[config.mk]
export PLATFORM = sky130hd
export DESIGN_NAME = bus_cmd_master
export DESIGN_NICKNAME = d
export VERILOG_FILES = /design/src/rtl/bus_cmd_master.sv
export SDC_FILE = /design/constraint.sdc
export NUM_CORES = 1
export LEC_CHECK = 0
export BUFFER_PORTS_ARGS = -buffer_cell sky130_fd_sc_hd__clkbuf_2
export CORE_MARGIN = 2
export CORE_UTILIZATION = 42
export CTS_CLUSTER_DIAMETER = 100
export DETAILED_ROUTE_END_ITERATION = 12
export MAX_ROUTING_LAYER = met4
export PLACE_DENSITY = 0.83
export SETUP_SLACK_MARGIN = 0.2
export SYNTH_ARGS = -nofsm -noshare
export SYNTH_HDL_FRONTEND = slang
export SYNTH_SLANG_ARGS = --single-unit
[constraint.sdc]
create_clock -name bus_clk -period 2 [get_ports bus_clk]
set_input_delay 0.2 -clock bus_clk [delete_from_list [all_inputs] [get_ports bus_clk]]
set_output_delay 0.2 -clock bus_clk [all_outputs]
set_load 0.01 [all_outputs]
[src/rtl/bus_cmd_master.sv]
// Purpose : single-outstanding command master. It turns a host command handshake into
//           one bus request pulse and returns the slave's completion, or a timeout error,
//           as a held response.
// Latency : command accept to m_req is 1 cycle. m_req to rsp_valid is (ack offset + 1)
//           cycles, or TIMEOUT+1 cycles on timeout. The shortest command-to-command
//           period is 4 cycles.
// Backpr. : cmd_ready is low from command accept until the response is taken. The
//           response and its data stay held while rsp_ready is low.
// Ports   : cmd_*  host command channel (valid/ready; rd_wr_l 1=read).
//           rsp_*  host response channel (valid/ready; rd_data, err).
//           m_*    bus master side: m_req pulse with held direction, address and data;
//                  m_ack pulse with m_rd_data coming back from the slave.
module bus_cmd_master #(
  parameter int DATAW   = 32,
  parameter int ADDRW   = 24,
  parameter int TIMEOUT = 63   // legal 1..255
) (
  input  logic             bus_clk,
  input  logic             bus_reset_l,
  input  logic             cmd_valid,
  output logic             cmd_ready,
  input  logic             cmd_rd_wr_l,
  input  logic [ADDRW-1:0] cmd_addr,
  input  logic [DATAW-1:0] cmd_wr_data,
  output logic             rsp_valid,
  input  logic             rsp_ready,
  output logic [DATAW-1:0] rsp_rd_data,
  output logic             rsp_err,
  output logic             m_req,
  output logic             m_rd_wr_l,
  output logic [ADDRW-1:0] m_addr,
  output logic [DATAW-1:0] m_wr_data,
  input  logic             m_ack,
  input  logic [DATAW-1:0] m_rd_data
);

  typedef enum logic [1:0] {
    ST_IDLE = 2'd0,
    ST_REQ  = 2'd1,
    ST_WAIT = 2'd2,
    ST_RSP  = 2'd3
  } state_t;

  localparam logic [7:0] TO_LIM = 8'(TIMEOUT);

  state_t             state_q, state_d;
  logic [7:0]         cnt_q, cnt_d;
  logic [7:0]         cnt_inc;
  logic               timeout_hit;
  logic               m_rd_wr_l_q, m_rd_wr_l_d;
  logic [ADDRW-1:0]   m_addr_q, m_addr_d;
  logic [DATAW-1:0]   m_wr_data_q, m_wr_data_d;
  logic [DATAW-1:0]   rsp_rd_data_q, rsp_rd_data_d;
  logic               rsp_err_q, rsp_err_d;
  logic               cmd_hs;

  // Counter saturates at all-ones rather than wrapping.
  assign cnt_inc = (cnt_q == 8'hFF) ? cnt_q : cnt_q + 8'd1;
  // The incremented count is the number of WAIT cycles seen so far. Hitting TO_LIM
  // therefore lands the response exactly TIMEOUT+1 cycles after the m_req cycle.
  assign timeout_hit = (cnt_inc >= TO_LIM);
  assign cmd_hs      = cmd_valid && (state_q == ST_IDLE);

  // ---------------- FSM: state register ----------------
  always_ff @(posedge bus_clk or negedge bus_reset_l) begin
    if (!bus_reset_l) begin
      state_q <= ST_IDLE;
    end else begin
      state_q <= state_d;
    end
  end

  // ---------------- FSM: next-state logic ----------------
  always_comb begin
    state_d = state_q;
    case (state_q)
      ST_IDLE: if (cmd_valid)               state_d = ST_REQ;
      ST_REQ:                               state_d = ST_WAIT;
      ST_WAIT: if (m_ack || timeout_hit)    state_d = ST_RSP;
      ST_RSP:  if (rsp_ready)               state_d = ST_IDLE;
      default:                              state_d = ST_IDLE;
    endcase
  end

  // ---------------- FSM: outputs ----------------
  // cmd_ready is gated by reset so that every output reads 0 while reset is held.
  always_comb begin
    cmd_ready = bus_reset_l && (state_q == ST_IDLE);
    m_req     = (state_q == ST_REQ);
    rsp_valid = (state_q == ST_RSP);
  end

  // ---------------- datapath next-state ----------------
  always_comb begin
    m_rd_wr_l_d   = m_rd_wr_l_q;
    m_addr_d      = m_addr_q;
    m_wr_data_d   = m_wr_data_q;
    cnt_d         = cnt_q;
    rsp_rd_data_d = rsp_rd_data_q;
    rsp_err_d     = rsp_err_q;

    if (cmd_hs) begin
      m_rd_wr_l_d = cmd_rd_wr_l;
      m_addr_d    = cmd_addr;
      m_wr_data_d = cmd_wr_data;
    end

    if (state_q == ST_REQ) begin
      cnt_d = 8'd0;
    end

    if (state_q == ST_WAIT) begin
      cnt_d = cnt_inc;
      // An ack takes priority over a timeout in the same cycle.
      if (m_ack) begin
        rsp_rd_data_d = m_rd_wr_l_q ? m_rd_data : '0;
        rsp_err_d     = 1'b0;
      end else if (timeout_hit) begin
        rsp_rd_data_d = '0;
        rsp_err_d     = 1'b1;
      end
    end
  end

  // ---------------- datapath registers ----------------
  always_ff @(posedge bus_clk or negedge bus_reset_l) begin
    if (!bus_reset_l) begin
      m_rd_wr_l_q   <= 1'b0;
      m_addr_q      <= '0;
      m_wr_data_q   <= '0;
      cnt_q         <= 8'd0;
      rsp_rd_data_q <= '0;
      rsp_err_q     <= 1'b0;
    end else begin
      m_rd_wr_l_q   <= m_rd_wr_l_d;
      m_addr_q      <= m_addr_d;
      m_wr_data_q   <= m_wr_data_d;
      cnt_q         <= cnt_d;
      rsp_rd_data_q <= rsp_rd_data_d;
      rsp_err_q     <= rsp_err_d;
    end
  end

  assign m_rd_wr_l   = m_rd_wr_l_q;
  assign m_addr      = m_addr_q;
  assign m_wr_data   = m_wr_data_q;
  assign rsp_rd_data = rsp_rd_data_q;
  assign rsp_err     = rsp_err_q;

endmodule

==> impl_metrics.csv <==
group,metric,value,unit
synthesis,netlist.top_cell.by_area,"sky130_fd_sc_hd__dfrtp_1",
placed_design,place_ws,36.7,ps
final_layout,final.fill_count,732,
sta,grt_setup_unrepaired,"true",
floorplanning,initial_utilization,43.2,%
worst_hold_path,hp-class,"input pin to flop",
setup_path,regToRegStartpoint,"cnt_q[0]",
sta,post-route-min-period,1850,ps
sta,drv_slew,0,
power,power.internal,5.20,mW
synthesis,synth_edf_count,0,
power,p_clk_share,17.0,%
detailed_routing,vias_per_cell,5.01,
floorplanning,core_box_area,9240,sq um
synthesis,synthesis.area,4000,sq um
global_routing,grt_pass1_vias,3019,
power,seq_power_share,41.9,%
power,netSwitchingFraction,35.1,%
detailed_routing,drcViolationCount,0,
placed_design,finalWeightedCongestion,0.937,
synthesis,post-synth-top-area-fraction,62.6,%
setup_path,cp_data_required_time,2250,ps
clock_tree,inserted_clock_buffers,9,
final_layout,stdcell_area,5440,sq um
global_routing,antenna_violations_before_repair,0,
final_layout,n_antenna_cell,0,
power,pwr_density_cell,1470,nW/um^2
final_layout,combined_flip_flop_and_latch_cell_area,2500,sq um
sta,setup-violations-final,0,
global_routing,grt_util_met1,22.0,%
sta,min_period_over_period,92.6,%
setup_path,setup.worst_path.start_class,"flop",
clock_tree,tritoncts,"done",
synthesis,synth.area.top_cells,"sky130_fd_sc_hd__dfrtp_1 (63%), sky130_fd_sc_hd__mux2_2 (16%), sky130_fd_sc_hd__a22o_1 (7.0%), sky130_fd_sc_hd__ha_1 (1.9%), sky130_fd_sc_hd__a21oi_1 (1.4%)",
power,total_switching_power,2.82,mW
global_routing,grt_use_met3,4.83,%
sta,fmax,0.540,GHz
synthesis,yosys_register_bits,100,
synthesis,ys_warn_count,0,
synthesis,asyncSetResetFlopFracSynth,100,%
floorplanning,die_width,102,um
clock_tree,cts.clk_slew.worst_paths,110,ps
outcome,outcome,"finished, final reports clean",
clock_tree,cts.sink_count,100,
run,max_cap_violations,0,
final_layout,area_growth_syn_to_layout,36.2,%
setup_path,end_kind,"flop",
setup_path,cp_data_arrival_time,2100,ps
detailed_routing,totalWireLength,9840,um
floorplanning,chipHeight,102,um
synthesis,synth.net_count,384,
power,comb_power_share,41.1,%
sta,final.setup_skew,15.9,ps
synthesis,synthDistinctLibCells,35,
clock_tree,clock_latency,370,ps
global_routing,grt-ovfl-total,0,
setup_path,worst_r2r_endpoint,"state_q[1]",
final_layout,layout-drive-gt1-share,58.0,%
sta,timing_worst_slew_pin_value,510,ps
placed_design,number_of_cells_after_detailed_placement,595,
sta,timing.max_slew.rel_slack,66.0,%
global_routing,wire_length_of_the_first_global_routing_pass,14500,um
setup_path,startpoint,"cnt_q[0]",
floorplanning,ios,187,
detailed_routing,drt_iter0_drc,123,
setup_path,worst-setup-path-type,"flop to flop",
sta,finalWorstSetupSlack,148,ps
clock_tree,clockRootBuffer,"sky130_fd_sc_hd__clkbuf_8",
sta,fin_tns_setup,0,ps
synthesis,synthCells,284,
global_routing,grt_use_met2,30.5,%
floorplanning,die_area,10300,sq um
setup_path,critPathMaxFanout,5,
clock_tree,cts_max_path_buffers,2,
final_layout,multi_input_comb_area,1400,sq um
placed_design,hpwl,6860,um
setup_path,rr_worst_depth,7,
sta,hold_viol_final,0,
synthesis,post_synth.cell_area_avg,14.1,sq um
synthesis,synth_flop_cell,"sky130_fd_sc_hd__dfrtp_1",
final_layout,finish.net_count,581,
global_routing,groute.usage.overall,18.5,%
global_routing,grt_start_max_net_pins,101,
global_routing,grt_most_used_layer,"met2",
power,total_leakage_power,2.84,nW
sta,timing.hold.ws,53.9,ps
placed_design,area_after_detailed_placement,5160,sq um
power,max-vdd-ir-drop,0.707,mV
setup_path,worstSetupEndpoint,"state_q[1]",
worst_hold_path,hold_path.startpoint,"cmd_wr_data[7]",
floorplanning,placementRows,35,
detailed_routing,detailedRoute.firstPassIterationCount,4,
synthesis,synth_sequential_area_ratio,62.6,%
clock_tree,htree_levels,3,
placed_design,port_buffers,186,
setup_path,r2r_slack,150,ps
detailed_routing,count_of_vias_placed_by_the_detailed_router,3082,
detailed_routing,avgRoutedWirePerCell,16.0,um
final_layout,post_layout_nonfiller_instances,615,
detailed_routing,ant_nets,0,
-- cell type report --
| type | count | area share [%] |
|---|---|---|
| timing repair buffer | 204 | 20.8 |
| tap | 129 | 2.97 |
| multi-input combinational | 159 | 25.7 |
| sequential | 100 | 46.0 |
| inverter | 7 | 0.483 |
| clock buffer | 10 | 2.53 |
| clock inverter | 6 | 1.47 |
-- stage by stage --
| step | utilization, % | power, mW |
|---|---|---|
| 4_1_cts | 58.6 | 8.04 |
| 2_1_floorplan | - | 5.22 |
| 3_5_place_dp | 55.9 | 6.64 |
| 5_1_grt | 58.9 | 8.54 |
| 6_report | 58.9 | 8.01 |
| 3_3_place_gp | 55.9 | 6.49 |
-- synthesized netlist by cell type (2+ instances only) --
cell type	n
sky130_fd_sc_hd__a22o_1	32
sky130_fd_sc_hd__and2_1	4
sky130_fd_sc_hd__o31ai_1	2
sky130_fd_sc_hd__a21oi_1	11
sky130_fd_sc_hd__inv_1	7
sky130_fd_sc_hd__nand4_1	3
sky130_fd_sc_hd__dfrtp_1	100
sky130_fd_sc_hd__ha_1	6
sky130_fd_sc_hd__nor2_1	2
sky130_fd_sc_hd__buf_4	3
sky130_fd_sc_hd__mux2_2	57
sky130_fd_sc_hd__clkbuf_1	13
sky130_fd_sc_hd__nand2_1	10
sky130_fd_sc_hd__o21ai_0	7
sky130_fd_sc_hd__nand3_1	4
sky130_fd_sc_hd__and3_1	3
sky130_fd_sc_hd__a21o_1	2
-- cell usage in the layout, fill, tap and decap left out, drive strengths merged, types with 2 or more instances in the layout --
master	count
nor2	2
mux2	58
buf	17
and3	3
a21oi	11
o21ai	8
nand2	10
clkinv	2
a22o	32
a21o	2
nand3	4
clkbuf	196
nand4	3
ha	6
o31ai	2
dfrtp	100
inv	9
and2	4
-- cell families (layout without fill, tap and decap cells) --
kind of cell,after synthesis,in the layout,synth area share (%)
DFF,100,100,62.6
AOI/OAI and AO/OA,63,63,11.9
buffers and inverters,25,227,2.85
muxes,59,59,16.7
adders and majority gates,6,6,1.88
and+or+nand+nor,31,31,4.04
-- power groups by stage --
stage	Clock [mW]	Sequential, mW	Combinational, mW
after global placement	0	3.34	3.15
after global routing	1.49	3.46	3.59
after CTS	1.40	3.35	3.29
after floorplan	0	3.73	1.49
after detailed placement	0	3.38	3.26
final	1.36	3.36	3.29
-- critical path, cell delays in order (launching register included) --
cell and delay, ps:
sky130_fd_sc_hd__dfrtp_2 430, sky130_fd_sc_hd__ha_4 160, sky130_fd_sc_hd__buf_4 140, sky130_fd_sc_hd__o21ai_0 170, sky130_fd_sc_hd__a211oi_1 100, sky130_fd_sc_hd__o211a_1 140
sky130_fd_sc_hd__o31a_1 320, sky130_fd_sc_hd__mux2_4 300
-- repair_timing --
| action | in CTS | in global routing |
|---|---|---|
| endpoints found under the hold margin | 100 | 0 |
| cloned | 0 | 1 |
| buffers inserted | 2 | 0 |
| pin swaps | 4 | 1 |
| hold buffers | 1 | 0 |
| gates resized for setup | 3 | 0 |
| setup endpoints to repair | 35 | 45 |
-- state kept, by name (all words and copies together), names as in the netlist --
| signal | cells |
|---|---|
| m_rd_wr_l | 1 |
| rsp_err | 1 |
| rsp_rd_data | 32 |
| m_wr_data | 32 |
| cnt_q | 8 |
| state_q | 2 |
| m_addr | 24 |
-- worst min path at each step --
stage | depth (start not counted) | slack, ps | endpoint
6_report | 2 | 50 | m_wr_data[7]
5_1_grt | 2 | 30 | m_addr[9]
4_1_cts | 2 | 40 | rsp_rd_data[26]
3_5_place_dp | 2 | 330 | m_addr[2]
3_3_place_gp | 2 | 330 | m_wr_data[25]
2_1_floorplan | 0 | -100 | cnt_q[0]
-- layer usage --
metal	wire [um]	share of wire, %
met2	5190	53
met1	3890	40
met3	623	6.3
met4	136	1.4
met5	0	0
Note: power is estimated with default switching activity, not from simulation.
